===== config.mk =====
export PLATFORM = sky130hd
export DESIGN_NAME = vedic_mac_8_flat
export DESIGN_NICKNAME = d
export VERILOG_FILES = /design/src/rtl/vedic_mac_8_if.sv /design/src/rtl/vedic_mac_8.sv /design/src/flat_wrapper.sv
export SDC_FILE = /design/constraint.sdc
export NUM_CORES = 1
export LEC_CHECK = 0
export CAP_MARGIN = 20
export CORE_UTILIZATION = 44
export CTS_CLUSTER_DIAMETER = 60
export CTS_CLUSTER_SIZE = 8
export DETAILED_ROUTE_END_ITERATION = 6
export DONT_BUFFER_PORTS = 1
export PLACE_DENSITY = 0.68
export SLEW_MARGIN = 10
export SYNTH_ARGS = -nofsm -noshare
export SYNTH_HDL_FRONTEND = slang
export SYNTH_HIERARCHICAL = 1
export SYNTH_SLANG_ARGS = --single-unit
export TNS_END_PERCENT = 30

===== constraint.sdc =====
create_clock -name clk -period 8.9 [get_ports clk]
set_clock_uncertainty 0.05 [all_clocks]
set_input_delay 2.67 -clock clk [delete_from_list [all_inputs] [get_ports clk]]
set_output_delay 2.67 -clock clk [all_outputs]
set_load 0.005 [all_outputs]

===== src/rtl/vedic_mac_8_if.sv =====
// Operand and result streams of the vedic multiply-accumulate stage.
// master drives operands and consumes results; slave is the MAC.
interface vedic_mac_8_if #(
  parameter int ACC_W = 24
);
  logic             in_valid;
  logic             in_ready;
  logic [7:0]       in_a;
  logic [7:0]       in_b;
  logic             in_last;
  logic             out_valid;
  logic             out_ready;
  logic [ACC_W-1:0] out_acc;
  logic [7:0]       out_cnt;
  logic             out_ovf;

  modport master (
    output in_valid, in_a, in_b, in_last,
    output out_ready,
    input  in_ready,
    input  out_valid, out_acc, out_cnt, out_ovf
  );

  modport slave (
    input  in_valid, in_a, in_b, in_last,
    input  out_ready,
    output in_ready,
    output out_valid, out_acc, out_cnt, out_ovf
  );
endinterface


===== src/rtl/vedic_mac_8.sv =====
// Streaming 8x8 vedic multiply-accumulate: groups of products summed
// through a ripple adder, one result per group.
module vedic_mult_2 (
  input  logic [1:0] a,
  input  logic [1:0] b,
  output logic [3:0] p
);
  logic c1, c2, cy, hi;

  assign c1   = a[1] & b[0];
  assign c2   = a[0] & b[1];
  assign cy   = c1 & c2;
  assign hi   = a[1] & b[1];
  assign p[0] = a[0] & b[0];
  assign p[1] = c1 ^ c2;
  assign p[2] = hi ^ cy;
  assign p[3] = hi & cy;
endmodule

module vedic_mult_4 (
  input  logic [3:0] a,
  input  logic [3:0] b,
  output logic [7:0] p
);
  logic [3:0] q0, q1, q2, q3;

  vedic_mult_2 u0 (.a(a[1:0]), .b(b[1:0]), .p(q0));
  vedic_mult_2 u1 (.a(a[3:2]), .b(b[1:0]), .p(q1));
  vedic_mult_2 u2 (.a(a[1:0]), .b(b[3:2]), .p(q2));
  vedic_mult_2 u3 (.a(a[3:2]), .b(b[3:2]), .p(q3));

  assign p = {4'b0, q0}
           + {2'b0, q1, 2'b0}
           + {2'b0, q2, 2'b0}
           + {q3, 4'b0};
endmodule

module vedic_mult_8 (
  input  logic [7:0]  a,
  input  logic [7:0]  b,
  output logic [15:0] p
);
  logic [7:0] q0, q1, q2, q3;

  vedic_mult_4 u0 (.a(a[3:0]), .b(b[3:0]), .p(q0));
  vedic_mult_4 u1 (.a(a[7:4]), .b(b[3:0]), .p(q1));
  vedic_mult_4 u2 (.a(a[3:0]), .b(b[7:4]), .p(q2));
  vedic_mult_4 u3 (.a(a[7:4]), .b(b[7:4]), .p(q3));

  assign p = {8'b0, q0}
           + {4'b0, q1, 4'b0}
           + {4'b0, q2, 4'b0}
           + {q3, 8'b0};
endmodule

module rca_24 #(
  parameter int W = 24
) (
  input  logic [W-1:0] a,
  input  logic [W-1:0] b,
  input  logic         ci,
  output logic [W-1:0] s,
  output logic         co
);
  logic [W:0] c;

  assign c[0] = ci;

  for (genvar i = 0; i < W; i++) begin : g_fa
    assign s[i]   = a[i] ^ b[i] ^ c[i];
    assign c[i+1] = (a[i] & b[i])
                  | (c[i] & (a[i] ^ b[i]));
  end

  assign co = c[W];
endmodule

module vedic_mac_8 #(
  parameter int ACC_W     = 24,
  parameter int MAX_TERMS = 16
) (
  input  logic          clk,
  input  logic          rst,
  vedic_mac_8_if.slave  bus
);
  localparam logic [7:0] CNT_MAX = 8'(MAX_TERMS - 1);

  logic [7:0]       in_cnt;
  logic             s1_valid;
  logic             s1_last;
  logic [7:0]       s1_a;
  logic [7:0]       s1_b;
  logic             s2_valid;
  logic             s2_last;
  logic [15:0]      s2_p;
  logic [15:0]      prod;
  logic [ACC_W-1:0] acc;
  logic [ACC_W-1:0] sum;
  logic [7:0]       acc_cnt;
  logic             ovf;
  logic             carry;
  logic             out_valid;
  logic [ACC_W-1:0] out_acc;
  logic [7:0]       out_cnt;
  logic             out_ovf;
  logic             in_ready;
  logic             accept;
  logic             last_eff;
  logic             close;

  // Hold off input while a group close is in flight so the
  // output register is always free when a last reaches ACC.
  assign in_ready = ~((s1_valid & s1_last)
                    | (s2_valid & s2_last)
                    | (out_valid & ~bus.out_ready));
  assign accept   = bus.in_valid & in_ready;
  assign last_eff = bus.in_last | (in_cnt == CNT_MAX);
  assign close    = s2_valid & s2_last;

  vedic_mult_8 u_mult (
    .a (s1_a),
    .b (s1_b),
    .p (prod)
  );

  rca_24 #(.W(ACC_W)) u_add (
    .a  (acc),
    .b  (ACC_W'(s2_p)),
    .ci (1'b0),
    .s  (sum),
    .co (carry)
  );

  always_ff @(posedge clk) begin
    if (rst) begin
      in_cnt   <= '0;
      s1_valid <= 1'b0;
      s1_last  <= 1'b0;
      s1_a     <= '0;
      s1_b     <= '0;
    end else begin
      s1_valid <= accept;
      if (accept) begin
        s1_a    <= bus.in_a;
        s1_b    <= bus.in_b;
        s1_last <= last_eff;
        in_cnt  <= last_eff ? 8'd0 : in_cnt + 8'd1;
      end
    end
  end

  always_ff @(posedge clk) begin
    if (rst) begin
      s2_valid <= 1'b0;
      s2_last  <= 1'b0;
      s2_p     <= '0;
    end else begin
      s2_valid <= s1_valid;
      s2_last  <= s1_valid & s1_last;
      s2_p     <= prod;
    end
  end

  always_ff @(posedge clk) begin
    if (rst) begin
      acc     <= '0;
      acc_cnt <= '0;
      ovf     <= 1'b0;
    end else if (s2_valid) begin
      if (s2_last) begin
        acc     <= '0;
        acc_cnt <= '0;
        ovf     <= 1'b0;
      end else begin
        acc     <= sum;
        acc_cnt <= acc_cnt + 8'd1;
        ovf     <= ovf | carry;
      end
    end
  end

  always_ff @(posedge clk) begin
    if (rst) begin
      out_valid <= 1'b0;
      out_acc   <= '0;
      out_cnt   <= '0;
      out_ovf   <= 1'b0;
    end else if (close) begin
      out_valid <= 1'b1;
      out_acc   <= sum;
      out_cnt   <= acc_cnt + 8'd1;
      out_ovf   <= ovf | carry;
    end else if (bus.out_ready) begin
      out_valid <= 1'b0;
    end
  end

  always_ff @(posedge clk) begin
    if (!rst) begin
      assert (!(close && out_valid && !bus.out_ready));
      assert (in_cnt <= CNT_MAX);
    end
  end

  assign bus.in_ready  = in_ready;
  assign bus.out_valid = out_valid;
  assign bus.out_acc   = out_acc;
  assign bus.out_cnt   = out_cnt;
  assign bus.out_ovf   = out_ovf;
endmodule


===== src/flat_wrapper.sv =====
// flat-port wrapper written by rule: the top's interface ports become plain ports
module vedic_mac_8_flat 
#(
  parameter int ACC_W     = 24,
  parameter int MAX_TERMS = 16
)
  (clk, rst, bus_in_valid, bus_in_a, bus_in_b, bus_in_last, bus_out_ready, bus_in_ready, bus_out_valid, bus_out_acc, bus_out_cnt, bus_out_ovf);
  vedic_mac_8_if #(.ACC_W(ACC_W)) bus_i ();
  input  logic clk;
  input  logic rst;
  input wire logic [$bits(bus_i.in_valid)-1:0] bus_in_valid;
  input wire logic [$bits(bus_i.in_a)-1:0] bus_in_a;
  input wire logic [$bits(bus_i.in_b)-1:0] bus_in_b;
  input wire logic [$bits(bus_i.in_last)-1:0] bus_in_last;
  input wire logic [$bits(bus_i.out_ready)-1:0] bus_out_ready;
  output wire logic [$bits(bus_i.in_ready)-1:0] bus_in_ready;
  output wire logic [$bits(bus_i.out_valid)-1:0] bus_out_valid;
  output wire logic [$bits(bus_i.out_acc)-1:0] bus_out_acc;
  output wire logic [$bits(bus_i.out_cnt)-1:0] bus_out_cnt;
  output wire logic [$bits(bus_i.out_ovf)-1:0] bus_out_ovf;
  assign bus_i.in_valid = bus_in_valid;
  assign bus_i.in_a = bus_in_a;
  assign bus_i.in_b = bus_in_b;
  assign bus_i.in_last = bus_in_last;
  assign bus_i.out_ready = bus_out_ready;
  assign bus_in_ready = bus_i.in_ready;
  assign bus_out_valid = bus_i.out_valid;
  assign bus_out_acc = bus_i.out_acc;
  assign bus_out_cnt = bus_i.out_cnt;
  assign bus_out_ovf = bus_i.out_ovf;
  vedic_mac_8 #(.ACC_W(ACC_W), .MAX_TERMS(MAX_TERMS)) u_core (.clk(clk), .rst(rst), .bus(bus_i));
endmodule

* Word-level counts from Yosys, hierarchy flattened *
Index checks and enable logic that the tools add are counted.

storage, ports and cells
  bits in registers = 111
  input port bits = 21
  output and inout bits = 35
  word-level logic and storage cells = 271

operators by class
  add/subtract/negate cells = 17
  equal/unequal tests = 1
  mux-type cells = 6
  bitwise operators = 231
  reduce and logical (&&, ||, !) cells = 1

operators with widths
  kind                 number
  $and 1x1->1          139
  $xor 1x1->1          71
  $add 8x6->8          4
  $add 8x8->8          4
  $add 4x6->7          4
  $mux 24              1
  $or 1x1->1           19
  $add 14x16->16       1
  $add 8x1->8 const B  2
  $mux 8               2
  $add 13x12->14       1
  $add 8x12->13        1
  $eq 8x4->1 const B   1
  $mux 1               3
  $not 1->1            2
  $reduce_bool 2->1    1

* Depth between registers and ports, before layout *
  word-level depth = 41
  mapped depth = 30
  mapped depth without buffers = 30

* By module *
Netlist, hierarchy kept.

by module, submodules not included
  module        times used  cells an instance  area an instance (um^2)  seq. area each (um^2)
  vedic_mac_8   1           407                3971.3                   2222.1
  vedic_mult_4  4           27                 249.0                    0.0
  vedic_mult_2  16          6                  50.0                     0.0
  vedic_mult_8  1           66                 564.3                    0.0
  rca_24        1           34                 518.0                    0.0

* Worst setup path before layout *
Ideal clock, no wire load.

  path kind = register to register
  start point = reg u_core.acc[0]
  end point = reg u_core.acc[23]
  setup time = 0.070 ns
  arrival = 9.630 ns
  data required time = 8.780 ns
  setup slack = -0.851 ns
  cell stages (with the launch flop) = 31
  path buffers = 0
  clock period less this slack = 9.751 ns
  path through = dfxtp_1 > fa_1 > fa_1 > fa_1 > fa_1 > fa_1 > fa_1 > fa_1 > fa_1 > fa_1 > fa_1 > fa_1 > fa_1 > fa_1 > fa_1 > fa_1 > fa_1 > inv_1 > fa_1 > inv_1 > fa_1 > fa_1 > fa_1 > fa_1 > fa_1 > fa_1 > inv_1 > fa_1 > inv_1 > nand3b_1 > a21oi_1

on the way
  word-level cells in the longest chain between the ends = 40

RTL lines
  item                      RTL line            RTL
  from (decl)               vedic_mac_8.sv:97   logic [ACC_W-1:0] acc;
  from (signal assigned)    vedic_mac_8.sv:175  acc <= sum;
  $and 1x1->1               vedic_mac_8.sv:71   assign c[i+1] = (a[i] & b[i])
  $and 1x1->1               vedic_mac_8.sv:72   | (c[i] & (a[i] ^ b[i]));
  $or 1x1->1                vedic_mac_8.sv:72
  $and 1x1->1               vedic_mac_8.sv:72
  $or 1x1->1                vedic_mac_8.sv:72
  $and 1x1->1               vedic_mac_8.sv:72
  $or 1x1->1                vedic_mac_8.sv:72
  $and 1x1->1               vedic_mac_8.sv:72
  [19 not listed]           n/a
  $and 1x1->1               vedic_mac_8.sv:72
  $or 1x1->1                vedic_mac_8.sv:72
  $and 1x1->1               vedic_mac_8.sv:72
  $or 1x1->1                vedic_mac_8.sv:72
  $and 1x1->1 (7 in a row)  vedic_mac_8.sv:72
  $xor 1x1->1               vedic_mac_8.sv:70   assign s[i] = a[i] ^ b[i] ^ c[i];
  named net u_core.sum[23]  vedic_mac_8.sv:98   logic [ACC_W-1:0] sum;
  $mux 24                   vedic_mac_8.sv:170  if (s2_last) begin

The timed path passes the listed nets, and every way through them passes these cells.
A chain may end at the register's enable or synchronous reset.

* Worst setup path in the final report *
Ends and elaborated chain as after synthesis.

==> flow_metrics.py <==
metrics = {
    "status": {
        "outcome": "finished, violations left",
        "violations": "setup timing",
    },
    "synth": {
        "synth_edf_count": 0,
        "yosys-top-cells-count": "111 x dfxtp_1, 66 x and2_1, 58 x ha_1",
        "yosys_register_bits": 111,
        "synthArstFlopShare": 0,
        "ys_seq_area_frac": 0.324,
        "synth_top_area_frac": 0.324,
        "synth.largest_area_cell": "dfxtp_1",
        "syn-mean-instance-area_um2": 9.63,
        "synth_area_um2": 6850,
        "yosysMostFrequentCell": "dfxtp_1",
        "synthTopCellsByArea": "dfxtp_1 32%, fa_1 15%, ha_1 11%, and2_1 6.0%, a21oi_1 4.2%",
        "yosysUniqueCellTypes": 45,
        "synthFlopType": "dfxtp_1",
        "synthCells": 711,
        "synth-warning-count": 6,
    },
    "pwr": {
        "p_per_area_nw_per_um2": 138,
        "p_leak_nw": 3.23,
        "internal_power_mw": 0.776,
        "switchingPower_mw": 0.246,
        "switching_share": 0.240,
        "clkPwrFrac": 0.411,
        "combPwrFrac": 0.073,
        "max-vdd-ir-drop_mv": 0.165,
        "power_mw": 1.02,
        "seqPwrFrac": 0.516,
    },
    "timing": {
        "slew_violations": 0,
        "fin_crit_ns": 9.36,
        "finalHoldViolations": 0,
        "setup_ws_ns": -0.461,
        "period_share": 1.05,
        "max_freq_mhz": 107,
        "grt_setup_unrepaired": "yes",
        "relSlewSlack": 0.320,
        "setup_viol": 5,
        "hold-worst-slack_ns": 0.425,
        "tightest_slew_ns": 1.02,
    },
    "route": {
        "wire_per_inst_um": 14.2,
        "vias_per_cell": 5.23,
        "ant_nets": 0,
        "drc": 0,
        "routed_wl_mm": 12.7,
        "num_vias": 4689,
        "drt_iter0_markers": 286,
        "drt-pass1-iter-count": 5,
    },
    "worst_setup_path": {
        "rr_endpoint": "u_core/acc[23]",
        "cp_max_fo": 2,
        "reg2reg_depth": 30,
        "critPathCapture": "u_core/acc[23]",
        "rrSetupSlack_ns": -0.46,
        "start_kind": "flop",
        "cpMaxStageDelayCell": "fa_1",
        "required_ns": 9.13,
        "crit_start": "u_core/acc[0]",
        "worstReg2RegStart": "u_core/acc[0]",
        "critPathKind": "flop to flop",
        "arrival_ns": 9.59,
        "crit_path_frequent_cell": "fa_2",
        "max_stage_delay_ns": 0.41,
        "worstSetupEndpointType": "flop",
    },
    "cts": {
        "clockRootBuffer": "clkbuf_16",
        "cts_tree": "yes",
        "cts_max_path_buffers": 2,
        "htree_levels": 3,
        "insertion_delay_ns": 0.35,
        "post_cts_buffers": 0,
        "cts_buffers": 9,
        "cts.sinks": 111,
        "clkTransAtPathRegs_ns": 0.07,
    },
    "floorplanning": {
        "die_w_um": 127,
        "die_area_um2": 16100,
        "pin_count": 56,
        "rows": 45,
        "die_h_um": 127,
        "initial_utilization": 0.451,
        "core_area_um2": 15200,
    },
    "global_routing": {
        "grt_overflow": 0,
        "grt_antenna_before_repair": 0,
        "grt_pass1_wl_mm": 22.1,
        "grt_max_degree": 74,
        "grt_pass1_vias": 4783,
        "grt.total_usage": 0.171,
    },
    "min_path": {
        "worstHoldPathType": "flop to flop",
    },
    "final_layout": {
        "synthToLayoutAreaGrowth_pct": 8.00,
        "fin_nets": 836,
        "n_antenna_cell": 0,
        "layout-drive-gt1-share": 0.0903,
    },
    "placed_design": {
        "place.gp.congestion": 0.808,
        "port_buffers": 0,
        "hpwl_mm": 9.51,
    },
    "flow_run": {
        "maxCapViolations": 0,
    },
}
-- through the flow --
stage                     area [um^2]  std cells  setup WS [ns]   util  TNS [ns]
after floorplan                  6930        719           2.05      -         0
after global placement           7070        881         -0.406  0.465    -0.999
after detailed placement         7070        881         -0.526  0.465     -1.54
after CTS                        7390        897         -0.498  0.486     -1.43
after global routing             7400        897         -0.705  0.487     -2.61
final                            7400        897         -0.461  0.487     -1.18
-- power by group through the flow --
stage               clock (mW)  sequential [mW]  combinational, mW
finish                   0.420            0.527             0.0744
global route             0.456            0.530             0.0851
CTS                      0.435            0.527             0.0740
detailed placement           0            0.539             0.0733
global placement             0            0.538             0.0695
floorplan                    0            0.529             0.0664
-- cell type report --
cell class	instances	area [um^2]
fillers	1382	7800
inverters	57	214
clock buffers	10	239
flip-flops and latches	111	2220
clock inverters	6	78.8
well taps	188	235
multi-input cells	523	4390
repair buffers	2	15.0
-- cell usage in the layout (no fill, tap or decap), types with 10 or more instances in the layout --
master    count
o21ai_0      14
nand2_1      48
nand2b_1     34
fa_2         23
xor2_1       10
inv_1        53
ha_1         58
nand3b_1     26
a21oi_1      56
a22o_1       26
nor2b_1      21
dfxtp_1     109
and2_1       66
fa_1         30
xnor2_1      20
nor2_1       22
-- per-layer routing --
layer	track usage	part of all wire	wire length [um]	vias to the layer above
met5	0	0	0	-
met4	0.0469	0.011	139	0
met3	0.0464	0.048	607	13
met2	0.292	0.48	6040	90
met1	0.212	0.47	5900	2248
li1	-	-	-	2338
-- worst min path at each step --
stage	depth (start not counted)	to	start
after detailed placement	2	u_core/acc[16]	u_core/acc[16]
final	2	u_core/acc[16]	u_core/acc[16]
after global routing	2	u_core/acc[16]	u_core/acc[16]
after global placement	2	u_core/acc[16]	u_core/acc[16]
after floorplan	2	u_core/acc[23]	u_core/acc[23]
after CTS	2	u_core/acc[16]	u_core/acc[16]
-- kinds of logic (layout without fill, tap and decap cells) --
logic type / count (synthesis) / after routing / share of synthesized area
other: 1 / 9 / 0.000547
buffers and inverters: 85 / 75 / 0.0482
xor gates and xnor gates: 30 / 30 / 0.0384
DFF: 111 / 111 / 0.324
and+or+nand+nor: 244 / 244 / 0.205
AOI/OAI and AO/OA: 129 / 129 / 0.123
adders and majority gates: 111 / 111 / 0.261
-- timing repair --
action,4_1_cts,5_1_grt
hold buffers,0,0
resized for setup,3,7
pin swaps,3,3
endpoints found under the hold margin,0,0
setup endpoints to repair,6,7
-- sequential cells by signal (all words and copies together), names as in the netlist --
name,cells
u_core/acc,24
u_core/bus.out_acc,24
u_core/s2_p,16
u_core/acc_cnt,8
u_core/bus.out_cnt,8
u_core/in_cnt,8
u_core/s1_a,8
u_core/s1_b,8
u_core/bus.out_ovf,1
u_core/bus.out_valid,1
u_core/ovf,1
u_core/s1_last,1
u_core/s1_valid,1
u_core/s2_last,1
u_core/s2_valid,1
-- worst max-delay path, delay by kind of cell (launching register included) --
| family | cells | cell delay, ns |
|---|---|---|
| adders and majority gates | 24 | 8.41 |
| DFF | 1 | 0.34 |
| and+or+nand+nor | 1 | 0.08 |
| buffers and inverters | 4 | 0.23 |
| AOI/OAI and AO/OA | 1 | 0.19 |
Power figures use the tool's default switching activity.
